### src/rtl/hex_clock_ctrl.sv
// Time-set controller: debounced KEY[0]=mode / KEY[1]=increment driving RUN/SET_HH/SET_MM/SET_SS with BCD shadows and digit blink.
// Latency: raw key edge to registered state change is 2 + DEBOUNCE_CYCLES cycles; load_o is a registered pulse on the first RUN cycle.
// No backpressure; HEX_CLOCK_CTRL_TIMEOUT_EN adds an inactivity timeout that abandons an edit and returns to RUN.
module hex_clock_ctrl #(
    parameter int DEBOUNCE_CYCLES = 1_000_000,
    parameter int BLINK_CYCLES    = 12_500_000
`ifdef HEX_CLOCK_CTRL_TIMEOUT_EN
    , parameter int TIMEOUT_CYCLES = 500_000_000
`endif
) (
    input  logic       CLK_50,
    input  logic       rst_ni,
    input  logic [1:0] KEY,
    input  logic [7:0] time_hh_i,
    input  logic [7:0] time_mm_i,
    input  logic [7:0] time_ss_i,
    output logic [7:0] set_hh_o,
    output logic [7:0] set_mm_o,
    output logic [7:0] set_ss_o,
    output logic       load_o,
    output logic       run_o,
    output logic [5:0] blank_o,
    output logic [1:0] mode_o
);

    localparam int DBW = $clog2(DEBOUNCE_CYCLES + 1);
    localparam int BKW = $clog2(BLINK_CYCLES + 1);
    localparam logic [DBW-1:0] DB_LAST = DBW'(DEBOUNCE_CYCLES - 1);
    localparam logic [BKW-1:0] BK_LAST = BKW'(BLINK_CYCLES - 1);

    typedef enum logic [1:0] {
        S_RUN    = 2'd0,
        S_SET_HH = 2'd1,
        S_SET_MM = 2'd2,
        S_SET_SS = 2'd3
    } state_t;

    state_t           state_q, state_d;
    logic [1:0]       sync1_q, sync1_d, sync2_q, sync2_d;
    logic [1:0]       db_lvl_q, db_lvl_d;
    logic [DBW-1:0]   db_cnt_q [2];
    logic [DBW-1:0]   db_cnt_d [2];
    logic [1:0]       press;
    logic             mode_press, inc_press;
    logic [7:0]       hh_q, hh_d, mm_q, mm_d, ss_q, ss_d;
    logic             load_q, load_d;
    logic [BKW-1:0]   blink_cnt_q, blink_cnt_d;
    logic             phase_q, phase_d;
    logic [5:0]       blank_mask;
`ifdef HEX_CLOCK_CTRL_TIMEOUT_EN
    localparam logic [28:0] TO_LAST = 29'(TIMEOUT_CYCLES - 1);
    logic [28:0]      to_cnt_q, to_cnt_d;
`endif

    // Out-of-range captures (bad nibble, hh>23, mm/ss>59) restart the edit from 00.
    function automatic logic [7:0] sanitize(input logic [7:0] v, input logic [7:0] max_v);
        logic [7:0] r;
        r = v;
        if (v[7:4] > 4'd9 || v[3:0] > 4'd9 || v > max_v)
            r = 8'h00;
        return r;
    endfunction

    function automatic logic [7:0] bcd_inc(input logic [7:0] v, input logic [7:0] max_v);
        logic [7:0] r;
        if (v >= max_v)
            r = 8'h00;
        else if (v[3:0] == 4'd9)
            r = {v[7:4] + 4'd1, 4'd0};
        else
            r = v + 8'd1;
        return r;
    endfunction

    always_comb begin
        sync1_d = KEY;
        sync2_d = sync1_q;
        press   = 2'b00;
        for (int k = 0; k < 2; k++) begin
            db_lvl_d[k] = db_lvl_q[k];
            db_cnt_d[k] = db_cnt_q[k];
            if (sync2_q[k] == db_lvl_q[k]) begin
                db_cnt_d[k] = '0;
            end else if (db_cnt_q[k] == DB_LAST) begin
                db_lvl_d[k] = sync2_q[k];
                db_cnt_d[k] = '0;
                press[k]    = ~sync2_q[k];
            end else begin
                db_cnt_d[k] = db_cnt_q[k] + 1'b1;
            end
        end
    end

    assign mode_press = press[0];
    assign inc_press  = press[1] & ~press[0];

    always_comb begin
        state_d     = state_q;
        hh_d        = hh_q;
        mm_d        = mm_q;
        ss_d        = ss_q;
        load_d      = 1'b0;
        blink_cnt_d = blink_cnt_q;
        phase_d     = phase_q;
        case (state_q)
            S_RUN: begin
                if (mode_press) begin
                    state_d = S_SET_HH;
                    hh_d    = sanitize(time_hh_i, 8'h23);
                    mm_d    = sanitize(time_mm_i, 8'h59);
                    ss_d    = sanitize(time_ss_i, 8'h59);
                end
            end
            S_SET_HH: begin
                if (mode_press)     state_d = S_SET_MM;
                else if (inc_press) hh_d = bcd_inc(hh_q, 8'h23);
            end
            S_SET_MM: begin
                if (mode_press)     state_d = S_SET_SS;
                else if (inc_press) mm_d = bcd_inc(mm_q, 8'h59);
            end
            default: begin
                if (mode_press) begin
                    state_d = S_RUN;
                    load_d  = 1'b1;
                end else if (inc_press) begin
                    ss_d = bcd_inc(ss_q, 8'h59);
                end
            end
        endcase
`ifdef HEX_CLOCK_CTRL_TIMEOUT_EN
        to_cnt_d = '0;
        if (state_q != S_RUN && press == 2'b00) begin
            if (to_cnt_q == TO_LAST)
                state_d = S_RUN;
            else
                to_cnt_d = to_cnt_q + 1'b1;
        end
`endif
        // Any state entry or increment restarts the blink with the digits visible.
        if (state_d == S_RUN || state_d != state_q || inc_press) begin
            blink_cnt_d = '0;
            phase_d     = 1'b0;
        end else if (blink_cnt_q == BK_LAST) begin
            blink_cnt_d = '0;
            phase_d     = ~phase_q;
        end else begin
            blink_cnt_d = blink_cnt_q + 1'b1;
        end
    end

    always_comb begin
        blank_mask = 6'b000000;
        case (state_q)
            S_SET_HH: blank_mask = 6'b110000;
            S_SET_MM: blank_mask = 6'b001100;
            S_SET_SS: blank_mask = 6'b000011;
            default:  blank_mask = 6'b000000;
        endcase
    end

    always_ff @(posedge CLK_50 or negedge rst_ni) begin
        if (!rst_ni) begin
            state_q     <= S_RUN;
            sync1_q     <= 2'b11;
            sync2_q     <= 2'b11;
            db_lvl_q    <= 2'b11;
            db_cnt_q[0] <= '0;
            db_cnt_q[1] <= '0;
            hh_q        <= 8'h00;
            mm_q        <= 8'h00;
            ss_q        <= 8'h00;
            load_q      <= 1'b0;
            blink_cnt_q <= '0;
            phase_q     <= 1'b0;
`ifdef HEX_CLOCK_CTRL_TIMEOUT_EN
            to_cnt_q    <= '0;
`endif
        end else begin
            state_q     <= state_d;
            sync1_q     <= sync1_d;
            sync2_q     <= sync2_d;
            db_lvl_q    <= db_lvl_d;
            db_cnt_q[0] <= db_cnt_d[0];
            db_cnt_q[1] <= db_cnt_d[1];
            hh_q        <= hh_d;
            mm_q        <= mm_d;
            ss_q        <= ss_d;
            load_q      <= load_d;
            blink_cnt_q <= blink_cnt_d;
            phase_q     <= phase_d;
`ifdef HEX_CLOCK_CTRL_TIMEOUT_EN
            to_cnt_q    <= to_cnt_d;
`endif
        end
    end

    assign set_hh_o = hh_q;
    assign set_mm_o = mm_q;
    assign set_ss_o = ss_q;
    assign load_o   = load_q;
    assign run_o    = (state_q == S_RUN);
    assign mode_o   = state_q;
    assign blank_o  = phase_q ? blank_mask : 6'b000000;

endmodule
### config.mk
export PLATFORM = sky130hd
export DESIGN_NAME = hex_clock_ctrl
export DESIGN_NICKNAME = d
export VERILOG_FILES = /design/src/rtl/hex_clock_ctrl.sv
export SDC_FILE = /design/constraint.sdc
export NUM_CORES = 1
export LEC_CHECK = 0
export CORE_ASPECT_RATIO = 1.75
export CORE_MARGIN = 1
export CORE_UTILIZATION = 35
export CTS_BUF_LIST = sky130_fd_sc_hd__clkbuf_4
export DETAILED_ROUTE_END_ITERATION = 10
export PLACE_DENSITY = 0.55
export SYNTH_ARGS = -nofsm -noshare
export SYNTH_HDL_FRONTEND = slang
export SYNTH_SLANG_ARGS = --single-unit
### constraint.sdc
create_clock -name CLK_50 -period 2.76 [get_ports CLK_50]
set_clock_uncertainty 0.2 [all_clocks]
set_input_delay 0.552 -clock CLK_50 [delete_from_list [all_inputs] [get_ports CLK_50]]
set_output_delay 0.552 -clock CLK_50 [all_outputs]
set_load 0.02 [all_outputs]
==> out/summary.json <==
{
  "postSynthCellCount": 615,
  "cts_setup_buffers": 0,
  "finalSetupTns_ns": 0,
  "dp.cells": 861,
  "worst-slew-pin-transition_ns": 0.769,
  "yosysWarningCount": 0,
  "finalMaxSlewViolations": 0,
  "syn_to_final_growth_pct": 18.9,
  "power.static_leakage_nw": 2.87,
  "yosys_register_bits": 98,
  "number_of_antenna_violations_at_the_first_check_in_global_routing": 1,
  "clkSlewWorstSetupHoldPaths_ns": 0.15,
  "dpl.hpwl_um": 10800,
  "hold_ws_ns": 0.168,
  "die_h_um": 172,
  "setup.worst_path.end_class": "flip-flop",
  "hold_class": "flip-flop to flip-flop",
  "timing_hold_violations_final": 0,
  "setup_viol": 0,
  "route.detailed.wl_per_inst_um": 16.3,
  "core-area_mm2": 0.0160,
  "power.ir.vdd_worst_mv": 0.231,
  "fin_cells": 878,
  "num-nets-final": 730,
  "crit_path_time_final_ns": 2.62,
  "timing.fmax_ghz": 0.382,
  "port_buffers": 61,
  "number_of_iterations_in_the_first_detailed_routing_pass": 4,
  "synth_seq_area_share": 0.425,
  "status": "finished clean",
  "ys_async_sr_fraction": 1.00,
  "rsz_0062_raised_after_global_routing": "no",
  "timing.critical_path.from_type": "flip-flop",
  "grt-ovfl-total": 0,
  "clock_tree.htree_level_count": 3,
  "floorplan.die_area_mm2": 0.0171,
  "cap_violations": 0,
  "routed_wl_um": 14300,
  "tritoncts.num_buffers": 9,
  "slew_headroom": 0.483,
  "cts_buffer_depth": 2,
  "global_route_wire_length_before_repair_um": 23900,
  "p_per_area_mw_per_mm2": 343,
  "crit_arrival_ns": 2.79,
  "ys_types": 72,
  "clock_insertion_delay_at_the_later_pin_of_the_skew_report_ns": 0.47,
  "synthFlopType": "dfrtp_1",
  "critPathMaxFanout": 7,
  "initial_utilization": 0.361,
  "grtUsageTotal": 0.175,
  "finalPower_mw": 2.36,
  "critPathRequiredTime_ns": 2.93,
  "mappedNetlistArea_mm2": 0.00579,
  "count_of_standard_cell_rows": 61,
  "pin_count": 62,
  "synth-edff-count": 0,
  "gpl.final_weighted_congestion": 0.843,
  "clock_sink_count": 98,
  "grt_start_max_net_pins": 42,
  "syn-num-nets": 661,
  "grt_pass1_vias": 5086,
  "num_vias": 4824,
  "cts_root_buffer": "clkbuf_4",
  "tritoncts_clock_tree": "yes",
  "period_share": 0.948,
  "initialDrtViolationCount": 243,
  "drive_gt1_frac": 0.108,
  "post_drt_via_cell_ratio": 5.49,
  "syn-mean-instance-area_um2": 9.42,
  "final.fill_count": 1580,
  "ant_nets": 0,
  "floorplan.die.width_um": 99.3,
  "worst-setup-path-type": "flip-flop to flip-flop",
  "post-route-drc-count": 0
}
state kept, by name (all words and copies together) (netlist names):
register,count
set_hh_o,8
phase_q,1
sync1_q,2
db_cnt_q,40
set_ss_o,8
load_o,1
sync2_q,2
set_mm_o,8
db_lvl_q,2
blink_cnt_q,24
mode_o,2
final cells by class:
class	count	area, um^2	share of cell area
timing repair buffer	88	845	0.123
inverter	29	109	0.0158
antenna	1	2.50	0.000363
clock inverter	5	56.3	0.00817
sequential	98	2460	0.357
clock buffer	10	75.1	0.0109
tap	189	236	0.0343
multi-input combinational	458	3100	0.451
what timing repair did:
item                                    4_1_cts  5_1_grt
hold buffers                                  1        0
resized for setup                             3        8
endpoints found under the setup margin        3       14
hold endpoints to repair                     21        0
power breakdown:
group,leakage (nW),internal [mW],switching (mW),total [mW]
registers,1.29,1.45,0.00787,1.46
logic,1.52,0.0652,0.0701,0.135
clock network,0.0622,0.278,0.490,0.768
per-layer routing:
layer | vias up | global-route usage | part of all wire
li1 | 2333 | - | -
met3 | 30 | 0.0283 | 0.023
met5 | - | 0 | 0
met4 | 0 | 0.0742 | 0.028
met2 | 72 | 0.346 | 0.56
met1 | 2389 | 0.179 | 0.39
synthesized netlist by cell type, types with 7 or more instances:
cell type	number	area, um^2
a211oi_1	16	120
a21o_1	7	52.6
a21oi_1	23	115
and2_1	12	75.1
and3_1	11	68.8
and4_1	12	105
clkbuf_1	21	78.8
dfrtp_1	92	2300
ha_1	18	225
inv_1	29	109
nand2_1	48	180
nand2b_1	9	56.3
nand3_1	22	110
nand4_1	15	93.8
nor2_1	62	233
nor3_1	15	75.1
nor4_1	10	62.6
o21ai_0	18	90.1
xnor2_1	30	263
xor2_1	29	254
logic make-up after synthesis:
family                   share of synthesized area
AO/OA/AOI/OAI                                0.150
XOR/XNOR                                    0.0892
adder cells (fa/ha/maj)                     0.0389
buffers and inverters                       0.0419
flip-flops                                   0.425
multiplexers                                0.0231
AND/OR/NAND/NOR                              0.232
stage by stage:
stage	util	area, um^2	worst slack, ns
final	0.430	6890	0.144
after global routing	0.430	6890	0.000748
after CTS	0.428	6860	0.0187
after detailed placement	0.420	6730	0.0278
after global placement	0.420	6730	0.105
after floorplan	-	5790	0.0145
placed cells by master, fill, tap and decap left out, types with 5 or more instances in the layout:
master / count
and4_1: 11
a21oi_1: 23
ha_1: 18
inv_1: 29
xnor2_1: 30
nand4_1: 15
and3_1: 11
clkdlybuf4s50_1: 53
xor2_1: 29
nand2b_1: 9
a21o_1: 7
dfrtp_1: 92
and2_1: 11
nor2_1: 62
dfstp_2: 6
clkbuf_4: 10
nor3_1: 15
a211oi_1: 16
nor4_1: 9
nand3_1: 22
nor3b_1: 5
nand2_1: 48
buf_4: 25
o21ai_0: 17
worst max-delay path, cell delays in order (launching register included):
cell     delay [ns]
dfrtp_1        0.44
nor4b_1        0.35
nand4_1        0.35
or3_2          0.60
o22ai_4        0.23
mux2_1         0.36
path summary, 6_finish.rpt:
| path | cells past startpoint | from | end | slack (ns) |
|---|---|---|---|---|
| worst max-delay path | 5 | db_cnt_q[11]$_DFF_PN0_ | set_hh_o[1]$_DFFE_PN0P_ | 0.14 |
| worst min-delay path | 0 | sync1_q[1]$_DFF_PN1_ | sync2_q[1]$_DFF_PN1_ | 0.17 |
| worst max register to register | 5 | db_cnt_q[11]$_DFF_PN0_ | set_hh_o[1]$_DFFE_PN0P_ | 0.14 |
| worst min register to register | 0 | sync1_q[1]$_DFF_PN1_ | sync2_q[1]$_DFF_PN1_ | 0.17 |
| max in group asynchronous | 3 | rst_ni | sync1_q[1]$_DFF_PN1_ | 1.39 |
| min in group asynchronous | 2 | rst_ni | blink_cnt_q[2]$_DFF_PN0_ | 0.31 |
(Power assumes the default switching activity.)
